**src/rtl/cpu_load_store_unit_if.sv**
```systemverilog
// Purpose: EX/MEM operation handshake, req/ack memory port and WB/exception return of the load/store unit.
// Latency: none, signal bundle only.
// Backpressure: o_ready from the unit stalls the issuing stage; mem_ack completes a held mem_req.
interface cpu_load_store_unit_if #(
    parameter int XLEN   = 32,
    parameter int ADDR_W = 32
);
    logic                i_valid;
    logic                o_ready;
    logic                i_mem;
    logic                i_store;
    logic [2:0]          i_funct3;
    logic [4:0]          i_rd;
    logic [XLEN-1:0]     i_data_in;
    logic [XLEN-1:0]     i_store_data;

    logic                mem_req;
    logic [ADDR_W-1:0]   mem_addr;
    logic                mem_we;
    logic [XLEN/8-1:0]   mem_be;
    logic [XLEN-1:0]     mem_wdata;
    logic                mem_ack;
    logic [XLEN-1:0]     mem_rdata;

    logic                o_wb_valid;
    logic                o_rd_we;
    logic [4:0]          o_rd;
    logic [XLEN-1:0]     o_rd_output;
    logic                o_exc;
    logic [1:0]          o_exc_cause;
    logic [XLEN-1:0]     o_exc_addr;

    // Load/store unit side.
    modport slave (
        input  i_valid, i_mem, i_store, i_funct3, i_rd, i_data_in, i_store_data,
        input  mem_ack, mem_rdata,
        output o_ready, mem_req, mem_addr, mem_we, mem_be, mem_wdata,
        output o_wb_valid, o_rd_we, o_rd, o_rd_output, o_exc, o_exc_cause, o_exc_addr
    );

    // Pipeline and memory side.
    modport master (
        output i_valid, i_mem, i_store, i_funct3, i_rd, i_data_in, i_store_data,
        output mem_ack, mem_rdata,
        input  o_ready, mem_req, mem_addr, mem_we, mem_be, mem_wdata,
        input  o_wb_valid, o_rd_we, o_rd, o_rd_output, o_exc, o_exc_cause, o_exc_addr
    );
endinterface

```
**src/rtl/cpu_load_store_unit.sv**
```systemverilog
// Purpose: MEM-stage load/store unit: lane alignment, req/ack memory access, load extension, fault flagging.
// Latency: non-memory op 1 cycle; memory op 1 cycle to mem_req, retire 1 cycle after mem_ack.
// Backpressure: o_ready is low while an access is outstanding; mem_* held stable until mem_ack.
module cpu_load_store_unit #(
    parameter int XLEN   = 32,
    parameter int ADDR_W = 32
) (
    input  logic                 clk,
    input  logic                 reset,
    cpu_load_store_unit_if.slave bus
);
    localparam int NB  = XLEN / 8;
    localparam int OFS = $clog2(NB);

    typedef enum logic {IDLE = 1'b0, WAIT = 1'b1} state_t;

    state_t            state, state_nxt;
    logic              accept;
    logic              legal;
    logic              misaligned;
    logic [2:0]        align_mask;
    logic [NB-1:0]     size_mask;
    logic [XLEN-1:0]   data_mask;
    logic [OFS-1:0]    ofs;

    logic [OFS-1:0]    ofs_q;
    logic [2:0]        funct3_q;
    logic [4:0]        rd_q;
    logic [ADDR_W-1:0] mem_addr_q;
    logic              mem_we_q;
    logic [NB-1:0]     mem_be_q;
    logic [XLEN-1:0]   mem_wdata_q;
    logic              wb_valid_q;
    logic              rd_we_q;
    logic [4:0]        rd_out_q;
    logic [XLEN-1:0]   rd_output_q;
    logic              exc_q;
    logic [1:0]        exc_cause_q;
    logic [XLEN-1:0]   exc_addr_q;
    logic [XLEN-1:0]   rdata_sh;
    logic [XLEN-1:0]   load_val;

    // mem_req comes straight from the state so an async reset withdraws it at once.
    assign bus.o_ready     = (state == IDLE);
    assign bus.mem_req     = (state == WAIT);
    assign accept          = bus.i_valid && (state == IDLE);
    assign ofs             = bus.i_data_in[OFS-1:0];

    assign bus.mem_addr    = mem_addr_q;
    assign bus.mem_we      = mem_we_q;
    assign bus.mem_be      = mem_be_q;
    assign bus.mem_wdata   = mem_wdata_q;
    assign bus.o_wb_valid  = wb_valid_q;
    assign bus.o_rd_we     = rd_we_q;
    assign bus.o_rd        = rd_out_q;
    assign bus.o_rd_output = rd_output_q;
    assign bus.o_exc       = exc_q;
    assign bus.o_exc_cause = exc_cause_q;
    assign bus.o_exc_addr  = exc_addr_q;

    // Decode funct3 into legality, alignment check and byte/bit lane masks of the access size.
    always_comb begin
        align_mask = 3'b000;
        size_mask  = '0;
        data_mask  = '0;
        case (bus.i_funct3[1:0])
            2'b00:   align_mask = 3'b000;
            2'b01:   align_mask = 3'b001;
            2'b10:   align_mask = 3'b011;
            default: align_mask = 3'b111;
        endcase
        if (bus.i_store) begin
            legal = (bus.i_funct3 inside {3'b000, 3'b001, 3'b010}) ||
                    (bus.i_funct3 == 3'b011 && XLEN == 64);
        end else begin
            legal = (bus.i_funct3 inside {3'b000, 3'b001, 3'b010, 3'b100, 3'b101}) ||
                    ((bus.i_funct3 == 3'b011 || bus.i_funct3 == 3'b110) && XLEN == 64);
        end
        misaligned = |(bus.i_data_in[2:0] & align_mask);
        for (int i = 0; i < NB; i++) begin
            size_mask[i]     = (i < (1 << bus.i_funct3[1:0]));
            data_mask[8*i+:8] = {8{size_mask[i]}};
        end
    end

    // Pull the addressed lanes of the read data down to bit 0 and extend them.
    always_comb begin
        rdata_sh = bus.mem_rdata >> {ofs_q, 3'b000};
        case (funct3_q)
            3'b000:  load_val = XLEN'($signed(rdata_sh[7:0]));
            3'b001:  load_val = XLEN'($signed(rdata_sh[15:0]));
            3'b010:  load_val = XLEN'($signed(rdata_sh[31:0]));
            3'b100:  load_val = XLEN'(rdata_sh[7:0]);
            3'b101:  load_val = XLEN'(rdata_sh[15:0]);
            3'b110:  load_val = XLEN'(rdata_sh[31:0]);
            default: load_val = rdata_sh;
        endcase
    end

    // State register.
    always_ff @(posedge clk or posedge reset) begin
        if (reset) state <= IDLE;
        else       state <= state_nxt;
    end

    // Enter WAIT only for a clean memory op; leave when the memory acknowledges.
    always_comb begin
        state_nxt = state;
        case (state)
            IDLE: if (accept && bus.i_mem && legal && !misaligned) state_nxt = WAIT;
            WAIT: if (bus.mem_ack) state_nxt = IDLE;
            default: state_nxt = IDLE;
        endcase
    end

    // Capture accepted ops, drive the memory port from registers, and produce retire/exception pulses.
    always_ff @(posedge clk or posedge reset) begin
        if (reset) begin
            ofs_q       <= '0;
            funct3_q    <= '0;
            rd_q        <= '0;
            mem_addr_q  <= '0;
            mem_we_q    <= 1'b0;
            mem_be_q    <= '0;
            mem_wdata_q <= '0;
            wb_valid_q  <= 1'b0;
            rd_we_q     <= 1'b0;
            rd_out_q    <= '0;
            rd_output_q <= '0;
            exc_q       <= 1'b0;
            exc_cause_q <= '0;
            exc_addr_q  <= '0;
        end else begin
            wb_valid_q <= 1'b0;
            exc_q      <= 1'b0;
            if (accept) begin
                if (!bus.i_mem) begin
                    wb_valid_q  <= 1'b1;
                    rd_we_q     <= 1'b1;
                    rd_out_q    <= bus.i_rd;
                    rd_output_q <= bus.i_data_in;
                end else if (!legal || misaligned) begin
                    exc_q       <= 1'b1;
                    exc_cause_q <= !legal ? 2'b11 : (bus.i_store ? 2'b10 : 2'b01);
                    exc_addr_q  <= bus.i_data_in;
                end else begin
                    ofs_q       <= ofs;
                    funct3_q    <= bus.i_funct3;
                    rd_q        <= bus.i_rd;
                    mem_addr_q  <= ADDR_W'(bus.i_data_in & ~XLEN'(NB - 1));
                    mem_we_q    <= bus.i_store;
                    mem_be_q    <= size_mask << ofs;
                    mem_wdata_q <= bus.i_store ? ((bus.i_store_data & data_mask) << {ofs, 3'b000}) : '0;
                end
            end else if (state == WAIT && bus.mem_ack) begin
                wb_valid_q  <= 1'b1;
                rd_we_q     <= !mem_we_q;
                rd_out_q    <= rd_q;
                rd_output_q <= mem_we_q ? '0 : load_val;
            end
        end
    end
endmodule

```
**src/flat_wrapper.sv**
```systemverilog
// flat-port wrapper written by rule: the top's interface ports become plain ports
module cpu_load_store_unit_flat 
#(
    parameter int XLEN   = 32,
    parameter int ADDR_W = 32
)
  (clk, reset, bus_i_valid, bus_i_mem, bus_i_store, bus_i_funct3, bus_i_rd, bus_i_data_in, bus_i_store_data, bus_mem_ack, bus_mem_rdata, bus_o_ready, bus_mem_req, bus_mem_addr, bus_mem_we, bus_mem_be, bus_mem_wdata, bus_o_wb_valid, bus_o_rd_we, bus_o_rd, bus_o_rd_output, bus_o_exc, bus_o_exc_cause, bus_o_exc_addr);
  cpu_load_store_unit_if #(.XLEN(XLEN), .ADDR_W(ADDR_W)) bus_i ();
  input  logic clk;
  input  logic reset;
  input wire logic [$bits(bus_i.i_valid)-1:0] bus_i_valid;
  input wire logic [$bits(bus_i.i_mem)-1:0] bus_i_mem;
  input wire logic [$bits(bus_i.i_store)-1:0] bus_i_store;
  input wire logic [$bits(bus_i.i_funct3)-1:0] bus_i_funct3;
  input wire logic [$bits(bus_i.i_rd)-1:0] bus_i_rd;
  input wire logic [$bits(bus_i.i_data_in)-1:0] bus_i_data_in;
  input wire logic [$bits(bus_i.i_store_data)-1:0] bus_i_store_data;
  input wire logic [$bits(bus_i.mem_ack)-1:0] bus_mem_ack;
  input wire logic [$bits(bus_i.mem_rdata)-1:0] bus_mem_rdata;
  output wire logic [$bits(bus_i.o_ready)-1:0] bus_o_ready;
  output wire logic [$bits(bus_i.mem_req)-1:0] bus_mem_req;
  output wire logic [$bits(bus_i.mem_addr)-1:0] bus_mem_addr;
  output wire logic [$bits(bus_i.mem_we)-1:0] bus_mem_we;
  output wire logic [$bits(bus_i.mem_be)-1:0] bus_mem_be;
  output wire logic [$bits(bus_i.mem_wdata)-1:0] bus_mem_wdata;
  output wire logic [$bits(bus_i.o_wb_valid)-1:0] bus_o_wb_valid;
  output wire logic [$bits(bus_i.o_rd_we)-1:0] bus_o_rd_we;
  output wire logic [$bits(bus_i.o_rd)-1:0] bus_o_rd;
  output wire logic [$bits(bus_i.o_rd_output)-1:0] bus_o_rd_output;
  output wire logic [$bits(bus_i.o_exc)-1:0] bus_o_exc;
  output wire logic [$bits(bus_i.o_exc_cause)-1:0] bus_o_exc_cause;
  output wire logic [$bits(bus_i.o_exc_addr)-1:0] bus_o_exc_addr;
  assign bus_i.i_valid = bus_i_valid;
  assign bus_i.i_mem = bus_i_mem;
  assign bus_i.i_store = bus_i_store;
  assign bus_i.i_funct3 = bus_i_funct3;
  assign bus_i.i_rd = bus_i_rd;
  assign bus_i.i_data_in = bus_i_data_in;
  assign bus_i.i_store_data = bus_i_store_data;
  assign bus_i.mem_ack = bus_mem_ack;
  assign bus_i.mem_rdata = bus_mem_rdata;
  assign bus_o_ready = bus_i.o_ready;
  assign bus_mem_req = bus_i.mem_req;
  assign bus_mem_addr = bus_i.mem_addr;
  assign bus_mem_we = bus_i.mem_we;
  assign bus_mem_be = bus_i.mem_be;
  assign bus_mem_wdata = bus_i.mem_wdata;
  assign bus_o_wb_valid = bus_i.o_wb_valid;
  assign bus_o_rd_we = bus_i.o_rd_we;
  assign bus_o_rd = bus_i.o_rd;
  assign bus_o_rd_output = bus_i.o_rd_output;
  assign bus_o_exc = bus_i.o_exc;
  assign bus_o_exc_cause = bus_i.o_exc_cause;
  assign bus_o_exc_addr = bus_i.o_exc_addr;
  cpu_load_store_unit #(.XLEN(XLEN), .ADDR_W(ADDR_W)) u_core (.clk(clk), .reset(reset), .bus(bus_i));
endmodule
```
**config.mk**
```make
export PLATFORM = sky130hd
export DESIGN_NAME = cpu_load_store_unit_flat
export DESIGN_NICKNAME = d
export VERILOG_FILES = /design/src/rtl/cpu_load_store_unit_if.sv /design/src/rtl/cpu_load_store_unit.sv /design/src/flat_wrapper.sv
export SDC_FILE = /design/constraint.sdc
export NUM_CORES = 1
export LEC_CHECK = 0
export ABC_AREA = 0
export CAP_MARGIN = 20
export CORE_UTILIZATION = 41
export CTS_CLUSTER_DIAMETER = 150
export DETAILED_ROUTE_END_ITERATION = 10
export GPL_ROUTABILITY_DRIVEN = 0
export PLACE_DENSITY = 0.77
export SLEW_MARGIN = 0
export SYNTH_ARGS = -nofsm -noshare
export SYNTH_HDL_FRONTEND = slang
export SYNTH_SLANG_ARGS = --single-unit
```
**constraint.sdc**
```tcl
create_clock -name clk -period 4.6 [get_ports clk]
set_input_delay 0.69 -clock clk [delete_from_list [all_inputs] [get_ports clk]]
set_output_delay 0.69 -clock clk [all_outputs]
set_load 0.01 [all_outputs]
```
# Yosys cells after proc, flatten, opt, wreduce, memory -nomap -nowiden

Index checks and enable logic that the tools add are counted.

Bits in registers: 152
Input port bits: 110
Word-level logic and storage cells: 81

Bitwise gates (word level): 4
Shift operators: 4
Magnitude comparators: 4
Equal/unequal tests: 10
Mux-type cells: 25
Reduce and logical (&&, ||, !) cells: 19

Operators with widths:

| cell                                                | number |
|---|---|
| two-way mux 32 bit                                  | 5 |
| one-hot mux 32 bit (4 select lines)                 | 1 |
| < comparator 3 x 32 -> 1 bit (first input constant) | 2 |
| bitwise AND 32 bit                                  | 1 |
| < comparator 1 x 32 -> 1 bit (first input constant) | 1 |
| < comparator 2 x 32 -> 1 bit (first input constant) | 1 |
| left shift 1 x 2 -> 32 bit (first input constant)   | 1 |
| left shift 32 x 5 -> 32 bit                         | 1 |
| >> shifter 32 x 5 -> 32 bit                         | 1 |
| two-way mux 5 bit                                   | 3 |
| == test 3 bit (second input constant)               | 4 |
| two-way mux 1 bit                                   | 12 |
| one-hot mux 3 bit (3 select lines)                  | 1 |
| == test 3 x 1 -> 1 bit (second input constant)      | 2 |
| zero test 3 bit                                     | 2 |
| AND reduction 3 bit                                 | 2 |
| logical AND 1 bit                                   | 5 |
| nonzero test 5 bit                                  | 1 |
| two-way mux 2 bit                                   | 2 |
| left shift 4 x 2 -> 4 bit                           | 1 |
| bitwise AND 3 bit                                   | 1 |
| == test 3 x 2 -> 1 bit (second input constant)      | 1 |
| zero test 1 bit                                     | 3 |
| nonzero test 3 bit                                  | 1 |
| other kinds (10)                                    | 11 |

# Longest topological paths before layout

Depth in word-level cells: 8
Depth in mapped cells: 7
Depth with buffers taken out: 5

# Worst setup path before layout

No wires, ideal clock.

Path kind: input port to flip-flop
Start point: input bus_i_valid
End point: register u_core.exc_addr_q[10], in the netlist u_core.bus.o_exc_addr[10]
Path buffers: 3
Setup slack: 2602 ps
Data arrival time: 1870 ps
Data required time: 4473 ps
Stages on the path: 6
Cells stage by stage: nor2b_1 > buf_2 > nor4bb_1 > buf_4 > buf_6 > mux2_1

Cells in the longest elaborated chain, start to end: 2

Ends and longest elaborated chain:

| item                          | RTL line                   | RTL |
|---|---|---|
| from (decl)                   | flat_wrapper.sv:11         | `input wire logic [$bits(bus_i.i_valid)-1:0] bus_i_valid;` |
| logical AND 1 bit             | cpu_load_store_unit.sv:46  | `assign accept = bus.i_valid && (state == IDLE);` |
| AND reduction 3 bit (no line) | n/a                        |  |
| to (signal assigned)          | cpu_load_store_unit.sv:145 | `exc_addr_q <= bus.i_data_in;` |
| to (decl)                     | cpu_load_store_unit.sv:39  | `logic [XLEN-1:0] exc_addr_q;` |

Every way passes these cells.
A chain may end at the register's enable or synchronous reset.

# Final worst setup path

Start point: register u_core.ofs_q[1]
End point: register u_core.rd_output_q[17], in the netlist u_core.bus.o_rd_output[17]

Cells in the longest elaborated chain, start to end: 5

Ends and longest elaborated chain:

| item                                | RTL line                   | RTL |
|---|---|---|
| from (decl)                         | cpu_load_store_unit.sv:26  | `logic [OFS-1:0] ofs_q;` |
| from (signal assigned)              | cpu_load_store_unit.sv:147 | `ofs_q <= ofs;` |
| >> shifter 32 x 5 -> 32 bit         | cpu_load_store_unit.sv:88  | `rdata_sh = bus.mem_rdata >> {ofs_q, 3'b000};` |
| one-hot mux 32 bit (4 select lines) | cpu_load_store_unit.sv:89  | `case (funct3_q)` |
| two-way mux 32 bit                  | cpu_load_store_unit.sv:159 | `rd_output_q <= mem_we_q ? '0 : load_val;` |
| two-way mux 32 bit                  | cpu_load_store_unit.sv:155 | `end else if (state == WAIT && bus.mem_ack) begin` |
| two-way mux 32 bit                  | cpu_load_store_unit.sv:136 | `if (accept) begin` |
| to (signal assigned)                | cpu_load_store_unit.sv:141 | `rd_output_q <= bus.i_data_in;` |
| to (signal assigned)                | cpu_load_store_unit.sv:159 |  |
| to (decl)                           | cpu_load_store_unit.sv:36  | `logic [XLEN-1:0] rd_output_q;` |

Every way passes these cells. The select of a mux whose other input is x is not followed.

==> results.md <==
- Slowest cell delay on critical path: 1030 ps
- Gr usage total: 24.2%
- Die area: 18,400 um2
- Period Utilization, post-route: 59.4%
- CTS sink count: 152
- Net Switching: 1.47 mW
- #FFs+latches synth: 152
- Startpoint type of the worst setup path: flop
- Final setup vio count: 0
- Worst vdd ir: 273 uV
- PD cells: 461 nW/um2
- Clock share of power: 28.6%
- Reg power frac: 38.2%
- CTS H-tree lvls: 4
- Hold_ws: 476 ps
- Setup TNS: 0 ps
- Fin util: 61.3%
- Initial core utilization: 42.2%
- Logic pwr share: 33.2%
- Chip width: 136 um
- Clock Pin Slew Worst Setup and Hold Paths: 60 ps
- Final WS setup: 1870 ps
- Syn avg cell area: 11.6 um2
- Fmax: 366 MHz
- Hpwl dp: 15,800 um
- Post-CTS resize count: 0
- Clock tree buffer depth: 2
- CTS tree: built
- Actual slew at the worst max-slew pin: 1060 ps
- Placed Instances: 1,070
- Drt wl/cell: 19.5 um
- CP required: 4870 ps
- Yosys cell types: 50
- Vias: 6,035
- Worst path arrival time: 3000 ps
- Top Ports: 255
- First-pass GRT wire length: 33,500 um
- Total gr overflow: 0
- Outcome: finished clean
- Synth-to-layout area growth: 45.3%
- Post-CTS setup buffer count: 0
- CP top delay family: compound AO/OA/AOI/OAI gates
- Drt total wl: 21,600 um
- CP Buf/Inv Count: 0
- Cts hold-fix bufs: 0
- Drt first pass iters: 7
- Pint: 3.44 mW
- Non-Filler Instances: 1,105
- NumNets Final: 977
- Post-route ant nets: 0
- 1st-iter DRT viols: 430
- Rows: 48
- Place WS: 1450 ps
- Antenna violations before repair: 0
- IO Port Bufs: 252
- TritonCTS buffer count: 17
- Seq/Total Area, Yosys: 51.9%
- Most frequent cells in the layout: 251 x clkdlybuf4s50_1, 152 x dfrtp_1, 64 x mux2_2
- CP max stage cell: dfrtp_1
- Max cap viols: 0
- Core footprint: 17,400 um2
- RSZ-0062 raised after global routing: false
- Fin. max-slew vios: 0
- Worst-path cell chain: mux2_2, a31o_2, o31ai_4, o21ai_1
- Clock Root Buffer: clkbuf_16
- Sw frac: 29.9%
- Leak Pwr: 4.36 nW
- Most common cell after layout, fill and taps aside: clkdlybuf4s50_1
- Layout cells sized above 1: 14.8%
- Post-route minimum period: 2730 ps
- Synth Instances: 631
- Netlist Area Pre-Place: 7320 um2
- ANT cells: 0
- Max-slew headroom: 29.5%
- HP Class: flop to flop
- # DRC: 0
- Critical setup path kind: flop to flop
- Worst-Skew Late Latency: 420 ps
- Via density: 5.46
- Crit. End Element: flop
- Die H: 136 um
- Final number of hold-violating endpoints: 0
- Peak fanout along the critical path: 29
- Yosys warns: 0
- Number of global-route vias before repair: 5,853
- Final setup skew: 6.69 ps
- Largest net degree at the start of global routing: 76
## cells in the mapped netlist (all sizes together)
library cell  number  area [um2]
nand2             52         195
a21o               1        7.51
a22oi             24         180
o31ai             11        96.3
nor2              35         134
buf               34         209
nor4               1        12.5
nor4bb             1        10.0
a31o               1        8.76
a21oi             10        50.1
nand3b             1        7.51
mux4               7         158
mux2              94        1060
a31oi              2        12.5
o21bai             1        7.51
a211oi             3        22.5
clkinv             1        3.75
o32ai              1        16.3
or3                1        6.26
nand3              8        40.0
nand2b             3        18.8
o22ai              9        56.3
dfrtp            152        3800
nor3               1        5.00
o21ai             57         285
nor4b              1        8.76
o21a               9        67.6
clkbuf            16        60.1
a221o              8        80.1
a21boi             8        60.1
or2                3        18.8
nor3b              2        20.0
o211ai             1        12.5
mux2i             24         240
inv               11        41.3
a222oi             8        80.1
a221oi             9        85.1
nor2b             11        68.8
o22a               8        70.1
conb               1        3.75
## logic make-up after synthesis
| family | after synthesis | synth area share (%) |
|---|---|---|
| compound gates | 171 | 16.4 |
| simple gates | 120 | 7.45 |
| mux | 125 | 19.9 |
| flops | 152 | 51.9 |
| buf+inv | 62 | 4.29 |
| other cells | 1 | 0.0512 |
## power by group through the flow
stage                     clock network [mW]  logic, mW  registers [mW]
after detailed placement                   0       1.59            1.91
after global placement                     0       1.57            1.90
after floorplan                            0      0.654            1.96
final                                   1.40       1.63            1.87
after global routing                    1.49       1.74            1.92
after CTS                               1.43       1.61            1.89
## worst paths after layout
kind,from,end,slack (ps),cells past startpoint
worst max register to register,u_core.ofs_q[1],u_core.bus.o_rd_output[17],1870,4
worst min register to register,u_core.bus.mem_be[2],u_core.bus.mem_be[2],480,1
worst min-delay path,u_core.bus.mem_be[2],u_core.bus.mem_be[2],480,1
worst max-delay path,u_core.ofs_q[1],u_core.bus.o_rd_output[17],1870,4
min in group asynchronous,reset,u_core.funct3_q[2],510,2
max in group asynchronous,reset,u_core.bus.mem_wdata[10],3090,4
## metrics by stage
step / total power, mW / area (um2)
after floorplan: 2.62 / 7330
after global placement: 3.47 / 10000
after detailed placement: 3.50 / 10000
after CTS: 4.92 / 10600
after global routing: 5.15 / 10600
final: 4.91 / 10600
## flip-flops by register name (all words and copies together) (netlist names), 2 cells and up
signal                  flops
u_core.bus.mem_addr        30
u_core.bus.mem_be           4
u_core.bus.mem_wdata       32
u_core.bus.o_exc_addr      32
u_core.bus.o_exc_cause      2
u_core.bus.o_rd             5
u_core.bus.o_rd_output     32
u_core.funct3_q             3
u_core.ofs_q                2
u_core.rd_q                 5
## worst reg2reg max path: stages, from the launching register on
cell,delay (ps)
dfrtp_1,1030
mux2_2,460
a31o_2,250
o31ai_4,660
o21ai_1,180
## metal layers
layer | global-route usage (%) | part of all wire (%) | vias to the layer above
met1 | 31.3 | 41 | 2963
met2 | 39.0 | 49 | 243
met5 | 0 | 0 | -
met4 | 9.24 | 2.3 | 0
met3 | 6.14 | 7.6 | 34
li1 | - | - | 2795
## cell type report
| type | count | area [um2] |
|---|---|---|
| fill | 1441 | 6720 |
| sequential | 152 | 3800 |
| multi-input combinational | 418 | 3240 |
| timing repair buffer | 266 | 2680 |
| clock buffer | 19 | 433 |
| tap | 225 | 282 |
| clock inverter | 13 | 155 |
| inverter | 12 | 48.8 |
Power figures use the tool's default switching activity.
